### src/rtl/seg_scan_mux.sv
// seg_scan_mux: time-multiplexed seven-segment output stage for the Hamming
// decoder display. Latches word/error digit patterns and decoder flags on a
// valid strobe, picks the source by flag priority, blinks the error view on a
// double error and scans the digits onto one shared bus with anode blanking.
module seg_scan_mux #(
    parameter int N_DIG        = 4,
    parameter int SCAN_DIV     = 27000,
    parameter int BLANK_CYCLES = 270,
    parameter int BLINK_FRAMES = 250,
    parameter int DEB_CYCLES   = 270000
) (
    input  logic               clk,
    input  logic               rst_n,
    input  logic [7*N_DIG-1:0] seg_word,
    input  logic [7*N_DIG-1:0] seg_err,
    input  logic               valid,
    input  logic               error_simple,
    input  logic               error_doble,
    input  logic               no_error,
    input  logic               swi,
    output logic [6:0]         seg_out,
    output logic [N_DIG-1:0]   an_out,
    output logic               show_err
);

    localparam int PW = (SCAN_DIV > 1) ? $clog2(SCAN_DIV) : 1;
    localparam int IW = (N_DIG > 1) ? $clog2(N_DIG) : 1;
    localparam int FW = (BLINK_FRAMES > 1) ? $clog2(BLINK_FRAMES) : 1;
    localparam int DW = (DEB_CYCLES > 1) ? $clog2(DEB_CYCLES) : 1;

    localparam logic [PW-1:0] PRESC_MAX = PW'(SCAN_DIV - 1);
    localparam logic [PW-1:0] BLANK_END = PW'(BLANK_CYCLES);
    localparam logic [IW-1:0] IDX_MAX   = IW'(N_DIG - 1);
    localparam logic [FW-1:0] FRAME_MAX = FW'(BLINK_FRAMES - 1);
    localparam logic [DW-1:0] DEB_MAX   = DW'(DEB_CYCLES - 1);

    logic [7*N_DIG-1:0] word_q;
    logic [7*N_DIG-1:0] err_q;
    logic               sgl_q;
    logic               dbl_q;
    logic               nok_q;

    logic               swi_meta;
    logic               swi_sync;
    logic               swi_db;
    logic [DW-1:0]      deb_cnt;

    logic [PW-1:0]      presc;
    logic [IW-1:0]      idx;
    logic [FW-1:0]      frame_cnt;
    logic               blink_on;

    logic               slot_wrap;
    logic               frame_wrap;
    logic               dbl_next;
    logic               sel_err;
    logic               blank;
    logic [6:0]         digit_pat;
    logic [N_DIG-1:0]   an_sel;

    // Capture the digit patterns and decoder flags on the valid strobe
    always_ff @(posedge clk or negedge rst_n) begin
        if (!rst_n) begin
            word_q <= '0;
            err_q  <= '0;
            sgl_q  <= 1'b0;
            dbl_q  <= 1'b0;
            nok_q  <= 1'b0;
        end else if (valid) begin
            word_q <= seg_word;
            err_q  <= seg_err;
            sgl_q  <= error_simple;
            dbl_q  <= error_doble;
            nok_q  <= no_error;
        end
    end

    // Two-flop synchroniser for the asynchronous user switch
    always_ff @(posedge clk or negedge rst_n) begin
        if (!rst_n) begin
            swi_meta <= 1'b0;
            swi_sync <= 1'b0;
        end else begin
            swi_meta <= swi;
            swi_sync <= swi_meta;
        end
    end

    // Accept a new switch level only after it has differed for DEB_CYCLES cycles
    always_ff @(posedge clk or negedge rst_n) begin
        if (!rst_n) begin
            swi_db  <= 1'b0;
            deb_cnt <= '0;
        end else if (swi_sync == swi_db) begin
            deb_cnt <= '0;
        end else if (deb_cnt == DEB_MAX) begin
            swi_db  <= swi_sync;
            deb_cnt <= '0;
        end else begin
            deb_cnt <= deb_cnt + 1'b1;
        end
    end

    // Decode the scan wraps, the effective double flag and the selected digit
    always_comb begin
        slot_wrap  = (presc == PRESC_MAX);
        frame_wrap = slot_wrap && (idx == IDX_MAX);
        dbl_next   = valid ? error_doble : dbl_q;
        sel_err    = dbl_q | (~sgl_q & ~nok_q & swi_db);
        blank      = (presc < BLANK_END);
        digit_pat  = sel_err ? err_q[idx*7 +: 7] : word_q[idx*7 +: 7];
        an_sel     = '1;
        an_sel[idx] = 1'b0;
    end

    // Slot prescaler and digit index, advancing the digit on every slot wrap
    always_ff @(posedge clk or negedge rst_n) begin
        if (!rst_n) begin
            presc <= '0;
            idx   <= '0;
        end else if (slot_wrap) begin
            presc <= '0;
            idx   <= (idx == IDX_MAX) ? '0 : idx + 1'b1;
        end else begin
            presc <= presc + 1'b1;
        end
    end

    // Blink phase: count frames while a double error is latched, else hold lit
    always_ff @(posedge clk or negedge rst_n) begin
        if (!rst_n) begin
            frame_cnt <= '0;
            blink_on  <= 1'b1;
        end else if (!dbl_next) begin
            frame_cnt <= '0;
            blink_on  <= 1'b1;
        end else if (frame_wrap) begin
            if (frame_cnt == FRAME_MAX) begin
                frame_cnt <= '0;
                blink_on  <= ~blink_on;
            end else begin
                frame_cnt <= frame_cnt + 1'b1;
            end
        end
    end

    // Registered segment/anode outputs with blanking at the start of each slot
    always_ff @(posedge clk or negedge rst_n) begin
        if (!rst_n) begin
            seg_out  <= '0;
            an_out   <= '1;
            show_err <= 1'b0;
        end else begin
            show_err <= sel_err;
            if (blank) begin
                seg_out <= '0;
                an_out  <= '1;
            end else begin
                seg_out <= blink_on ? digit_pat : 7'b0000000;
                an_out  <= an_sel;
            end
        end
    end

endmodule

### config.mk
export PLATFORM = sky130hd
export DESIGN_NAME = seg_scan_mux
export DESIGN_NICKNAME = d
export VERILOG_FILES = /design/src/rtl/seg_scan_mux.sv
export SDC_FILE = /design/constraint.sdc
export NUM_CORES = 1
export LEC_CHECK = 0
export CAP_MARGIN = 20
export CORE_MARGIN = 2
export CORE_UTILIZATION = 55
export CTS_CLUSTER_SIZE = 12
export DETAILED_ROUTE_END_ITERATION = 8
export GPL_ROUTABILITY_DRIVEN = 1
export PLACE_DENSITY_LB_ADDON = 0.05
export SYNTH_ARGS = -nofsm -noshare
export SYNTH_HDL_FRONTEND = slang
export SYNTH_SLANG_ARGS = --single-unit
### constraint.sdc
create_clock -name clk -period 4.87 [get_ports clk]
set_input_delay 1.2175 -clock clk [delete_from_list [all_inputs] [get_ports clk]]
set_output_delay 1.2175 -clock clk [all_outputs]
set_load 0.1 [all_outputs]
==> flow_summary.json <==
{
  "maxSlewHeadroom_pct": 26.75,
  "clock_latency_ns": 0.51,
  "cpLargestDelayFamily": "buffers and inverters",
  "synthTopCellsByArea": "dfrtp_1, mux2_2, nand2_1",
  "worst_pin_slew_ns": 1.090,
  "syn-num-nets": 529,
  "setup_viol": 0,
  "layout-drive-gt1-share_pct": 23.18,
  "layoutNonFillerInstCount": 681,
  "crit_buf_inv": 1,
  "yosysTopAreaCell": "dfrtp_1",
  "r2r_start": "presc[9]",
  "cts_tree": "yes",
  "place.detailed.hpwl_um": 7508,
  "fin_crit_sh_pct": 69.20,
  "dieArea_mm2": 0.01088,
  "syn_inst": 458,
  "die_x_um": 104.3,
  "firstDrtPassIters": 4,
  "nets": 606,
  "overflow": 0,
  "synth_top_area_share_pct": 51.57,
  "grt_pass1_wl_um": 19470,
  "drc_errors": 0,
  "numCtsBuffers": 17,
  "grt_pass1_vias": 3916,
  "period_needed_ns": 3.370,
  "async_flop_share_pct": 100.0,
  "fmax_mhz": 296.7,
  "cpPeakStageDelay_ns": 1.12,
  "leakage_uw": 0.002926,
  "reg2reg_to": "frame_cnt[7]",
  "synth.top_cells.by_count": "dfrtp_1, mux2_2, nand2_1",
  "min_path_type": "flop to flop",
  "synth_cell_types": 41,
  "postSynthAreaPerCell_um2": 12.08,
  "slowest_stage": "clkdlybuf4s50_1",
  "h-tree-depth": 4,
  "fillers": 701,
  "fin_skew_ns": 0.008721,
  "row_count": 36,
  "initial_core_util_pct": 56.59,
  "worstHoldStart": "swi_meta",
  "clock_path_buffers": 2,
  "wl_per_cell_um": 16.57,
  "crit_arrival_ns": 2.15,
  "diodes": 0,
  "grt_max_degree": 71,
  "clock-sinks": 119,
  "crit_type": "flop to output pin",
  "ff2ff_path_depth": 5,
  "finalInstanceArea_mm2": 0.006983,
  "outcome": "finished, final reports clean",
  "routabilityCongestion": 0.7961,
  "synth_edf_count": 0,
  "p_total_uw": 2563,
  "dieHeight_um": 104.3,
  "synth-main-ff-cell": "dfrtp_1",
  "required_ns": 3.65,
  "antenna_found_initial": 0,
  "critPathLaunchType": "flop",
  "ant_nets": 0,
  "ys.warnings.count": 0,
  "fp.coreArea_mm2": 0.009774,
  "synth-seq-cells": 119,
  "cp-end-kind": "output pin",
  "post_cts_resized": 0,
  "worst-path-max-fanout": 1,
  "num_vias": 3783,
  "cp_cell_sequence": "clkdlybuf4s50_1",
  "finish.utilization_pct": 71.44,
  "synth.cell_area_mm2": 0.005532,
  "port-buffer-count": 74,
  "drtIter0Drc": 199,
  "synthMostInstantiatedCell": "dfrtp_1",
  "clkTransAtPathRegs_ns": 0.06,
  "wl_um": 11290,
  "regToRegSetupSlack_ns": 2.32,
  "slew_viol_final": 0,
  "setup-tns-final_ns": 0,
  "holdPathStages": 0,
  "ioPinCount": 75,
  "area_growth_pct": 26.24,
  "dpl_cell_area_mm2": 0.006382,
  "avgViaCountPerCell": 5.555,
  "power.density_mw_per_mm2": 367.1,
  "ctsHoldBuffers": 0,
  "place_inst": 649,
  "grt_use_total_pct": 22.48,
  "rsz0062_at_grt": "false",
  "whs_endpoint": "swi_sync",
  "ir_worst_vdd_mv": 0.3577,
  "cts_setup_buffers": 0,
  "maxCapViolations": 0,
  "cts_root_buffer": "clkbuf_8",
  "synth.yosys.seq_area_share_pct": 53.95,
  "hold_viol": 0
}
==> through the flow <==
stage | setup slack, ns | hold slack, ns
floorplan | 2.307 | 0.3312
global placement | 2.033 | 0.3448
detailed placement | 2.014 | 0.3402
CTS | 1.471 | 0.3688
global route | 1.455 | 0.3798
finish | 1.500 | 0.3620
==> worst max-delay path by stage <==
| stage | cells past startpoint | endpoint | from | slack [ns] |
|---|---|---|---|---|
| 6_report | 1 | an_out[1] | an_out[1] | 1.50 |
| 5_1_grt | 1 | an_out[1] | an_out[1] | 1.45 |
| 4_1_cts | 1 | an_out[1] | an_out[1] | 1.47 |
| 3_5_place_dp | 1 | an_out[1] | an_out[1] | 2.01 |
| 3_3_place_gp | 1 | an_out[0] | an_out[0] | 2.03 |
| 2_1_floorplan | 4 | word_q[10] | valid | 2.31 |
==> layout make-up <==
class / count / area, um2 / share of cell area [%]
flip-flops and latches: 119 / 2984 / 42.73
multi-input cells: 313 / 2450 / 35.08
repair buffers: 77 / 755.7 / 10.82
clock buffers: 18 / 427.9 / 6.128
clock inverters: 14 / 172.7 / 2.473
well taps: 133 / 166.4 / 2.383
inverters: 7 / 26.28 / 0.3763
==> cells in the final DEF, fill, tap and decap left out, types with 2 or more instances in the layout <==
cell,n
dfrtp_1,114
clkdlybuf4s50_1,72
mux2_2,67
nand2_1,48
nor2_1,36
xor2_1,20
nand3_1,19
clkbuf_16,16
mux2i_1,14
nand4_1,12
o21ai_0,12
xnor2_1,11
a31oi_1,8
ha_1,8
nor3_1,7
and3_1,7
mux4_2,7
a311o_1,7
inv_1,6
o31ai_1,5
dfstp_2,5
clkinvlp_4,5
nor4_1,4
buf_4,4
and4_1,3
bufinv_16,3
inv_6,3
nor4_4,2
nor2b_1,2
clkbuf_8,2
clkinv_2,2
==> where the power goes <==
group | total [uW] | internal, uW | leakage [uW] | switching [uW]
Sequential | 1080 | 1040 | 0.00149 | 36.4
Combinational | 227 | 129 | 0.00116 | 98.0
Clock | 1260 | 796 | 0.000280 | 460
Total | 2560 | 1970 | 0.00293 | 595
==> flip-flops by register name (all words and copies together) (netlist names) <==
register	flops
seg_out	7
dbl_q	1
swi_db	1
idx	2
show_err	1
swi_sync	1
an_out	4
frame_cnt	8
deb_cnt	19
err_q	28
sgl_q	1
nok_q	1
swi_meta	1
presc	15
blink_on	1
word_q	28
==> cell families (layout without fill, tap and decap cells) <==
group / after synthesis / in the layout / synth area share (%)
simple gates: 152 / 152 / 14.11
flops: 119 / 119 / 53.95
mux: 88 / 88 / 19.02
compound gates: 34 / 34 / 4.298
xor+xnor: 31 / 31 / 4.908
buf+inv: 26 / 116 / 1.900
fa+ha+maj: 8 / 8 / 1.810
==> metal layers <==
layer / up-vias / wire length (um) / global-route usage [%]
met1: 1915 / 5241 / 30.66
met2: 71 / 5554 / 36.13
li1: 1788 / - / -
met3: 9 / 416 / 6.391
met5: - / 0 / 0
met4: 0 / 74 / 4.826
(Power assumes the default switching activity.)
==> patch, RTL diff (same flow settings) <==
Register the input `swi` before use, without a reset. The logic sees it one clock later. The other inputs are not delayed to match.
--- a/src/rtl/seg_scan_mux.sv
+++ b/src/rtl/seg_scan_mux.sv
@@ -33,6 +33,12 @@
     localparam logic [IW-1:0] IDX_MAX   = IW'(N_DIG - 1);
     localparam logic [FW-1:0] FRAME_MAX = FW'(BLINK_FRAMES - 1);
     localparam logic [DW-1:0] DEB_MAX   = DW'(DEB_CYCLES - 1);
+
+    logic swi_q;
+
+    always_ff @(posedge clk) begin
+        swi_q <= swi;
+    end
 
     logic [7*N_DIG-1:0] word_q;
     logic [7*N_DIG-1:0] err_q;
@@ -81,7 +87,7 @@
             swi_meta <= 1'b0;
             swi_sync <= 1'b0;
         end else begin
-            swi_meta <= swi;
+            swi_meta <= swi_q;
             swi_sync <= swi_meta;
         end
     end
Check against the original RTL: no difference found for any inputs over 10 cycles, from zero or initial values and one cycle with rst_n low; that may be too few to reach the edited logic, so the function may still have changed.
==> patch against the unedited design <==
- power up 1.8%
- sequential cell count up 1
- wire length down 2.4%
- final area down 0.81%
- first-iteration DRC count down 29%
- worst setup slack better by 0.014 ns
- count of clock-buffer cells in the layout up 4
- synthesized area down 2.2%
==> patch: results (changes against the unedited design) <==
run_status:
  run_status: "finished clean"
synthesis:
  synth_area_leaders: "dfrtp_1 53%, mux2_2 12%, mux4_2 5.8%"
  syn_area_sq_mm: 0.00541  # -2.2%
  syn_inst: 419  # -8.5%
  synth.distinct_cells: 48  # +17%
  synth_fp_nets: 490  # -7.4%
  synth_xor_area_frac: 0.0405  # -0.00860
  yosysSeqAreaShare: 0.555  # +0.0159
  async_flop_share: 0.992  # -0.00833
  yosys-top-cells-count: "114 x dfrtp_1, 59 x mux2_2, 29 x nor2_1"
layout:
  inv_count: 13  # +6
  multi_input_gates: 269  # -14%
  syn_to_final_growth_pct: 28.1
  design.seq.count: 120  # +0.84%
  drive_gt1_frac: 0.247  # +0.0153
  buffer_area_frac: 0.114  # +0.00576
  multi_input_area_share: 0.331  # -0.0203
  buffers_excl_clock: 80  # +3.9%
  seq_area_sq_mm: 0.00300  # +0.67%
  clk_share: 0.0907  # +0.00467
  fillers: 698  # -0.43%
  clockBufferCount: 22  # +4
placement:
  placed_area_sq_mm: 0.00627  # -1.7%
  pre_cts_slack_ns: 1.84  # -0.179 ns
  dp_cells: 613  # -5.5%
  hpwl_mm: 7.20  # -4.1%
  place_congestion: 0.828  # +4.0%
global_route:
  grt_max_degree: 73  # +2.8%
  use_met1: 0.289  # -0.0171
  grt_pass1_wl_mm: 18.0  # -7.7%
  grt_pass1_vias: 3693  # -5.7%
  globalRouteTotalUtil: 0.227  # +0.00186
  grt_use_met3: 0.0672  # +0.00329
worst_setup_path:
  r2r_setup_slack_ns: 2.73  # +0.41 ns
  endpoint: "an_out[2]"
  reg2reg_to: "deb_cnt[5]"
  cp-startpoint: "an_out[2]"
sta:
  whs_ns: 0.337  # -0.0252 ns
  fin_skew_ns: 0.00784  # -0.000886 ns
  layout_min_cycle_time_ns: 3.36  # -0.0145 ns
  max_slew_margin: 0.344  # +0.0769
route:
  dr_wl_met3_um: 572  # +38%
  drtIter0Drc: 142  # -29%
  wl_per_cell_um: 17.0  # +2.8%
  met1Wirelength_mm: 4.80  # -8.5%
  vias_per_cell: 5.58  # +0.41%
power_and_ir_drop:
  switching_share: 0.206  # -0.0256
  ir_drop_mv: 0.289  # -19%
  power_leakage_nw: 2.86  # -2.1%
hold_path:
  min-delay-start: "swi_q"
  min_to: "swi_meta"
-- patch: cell types whose count changed in the layout (fill, tap and decap cells not counted), moves of 6 or more --
cell	delta
a22o_1	+8
nand3_1	-6
a21oi_1	+9
nor2_1	-7
mux2i_1	-11
mux2_2	-8
nand2_1	-29
xor2_1	-11
inv_1	+7
a311o_1	-7
mux4_2	+7
-- patch: power groups by stage --
| stage | Combinational (mW) | Sequential (mW) | Clock [mW] |
|---|---|---|---|
| 3_5_place_dp | 0.196 | 1.10 | 0 |
| 5_1_grt | 0.212 | 1.09 | 1.41 |
| 4_1_cts | 0.198 | 1.08 | 1.36 |
| 6_report | 0.194 | 1.08 | 1.34 |
| 3_3_place_gp | 0.190 | 1.09 | 0 |
| 2_1_floorplan | 0.0996 | 1.09 | 0 |
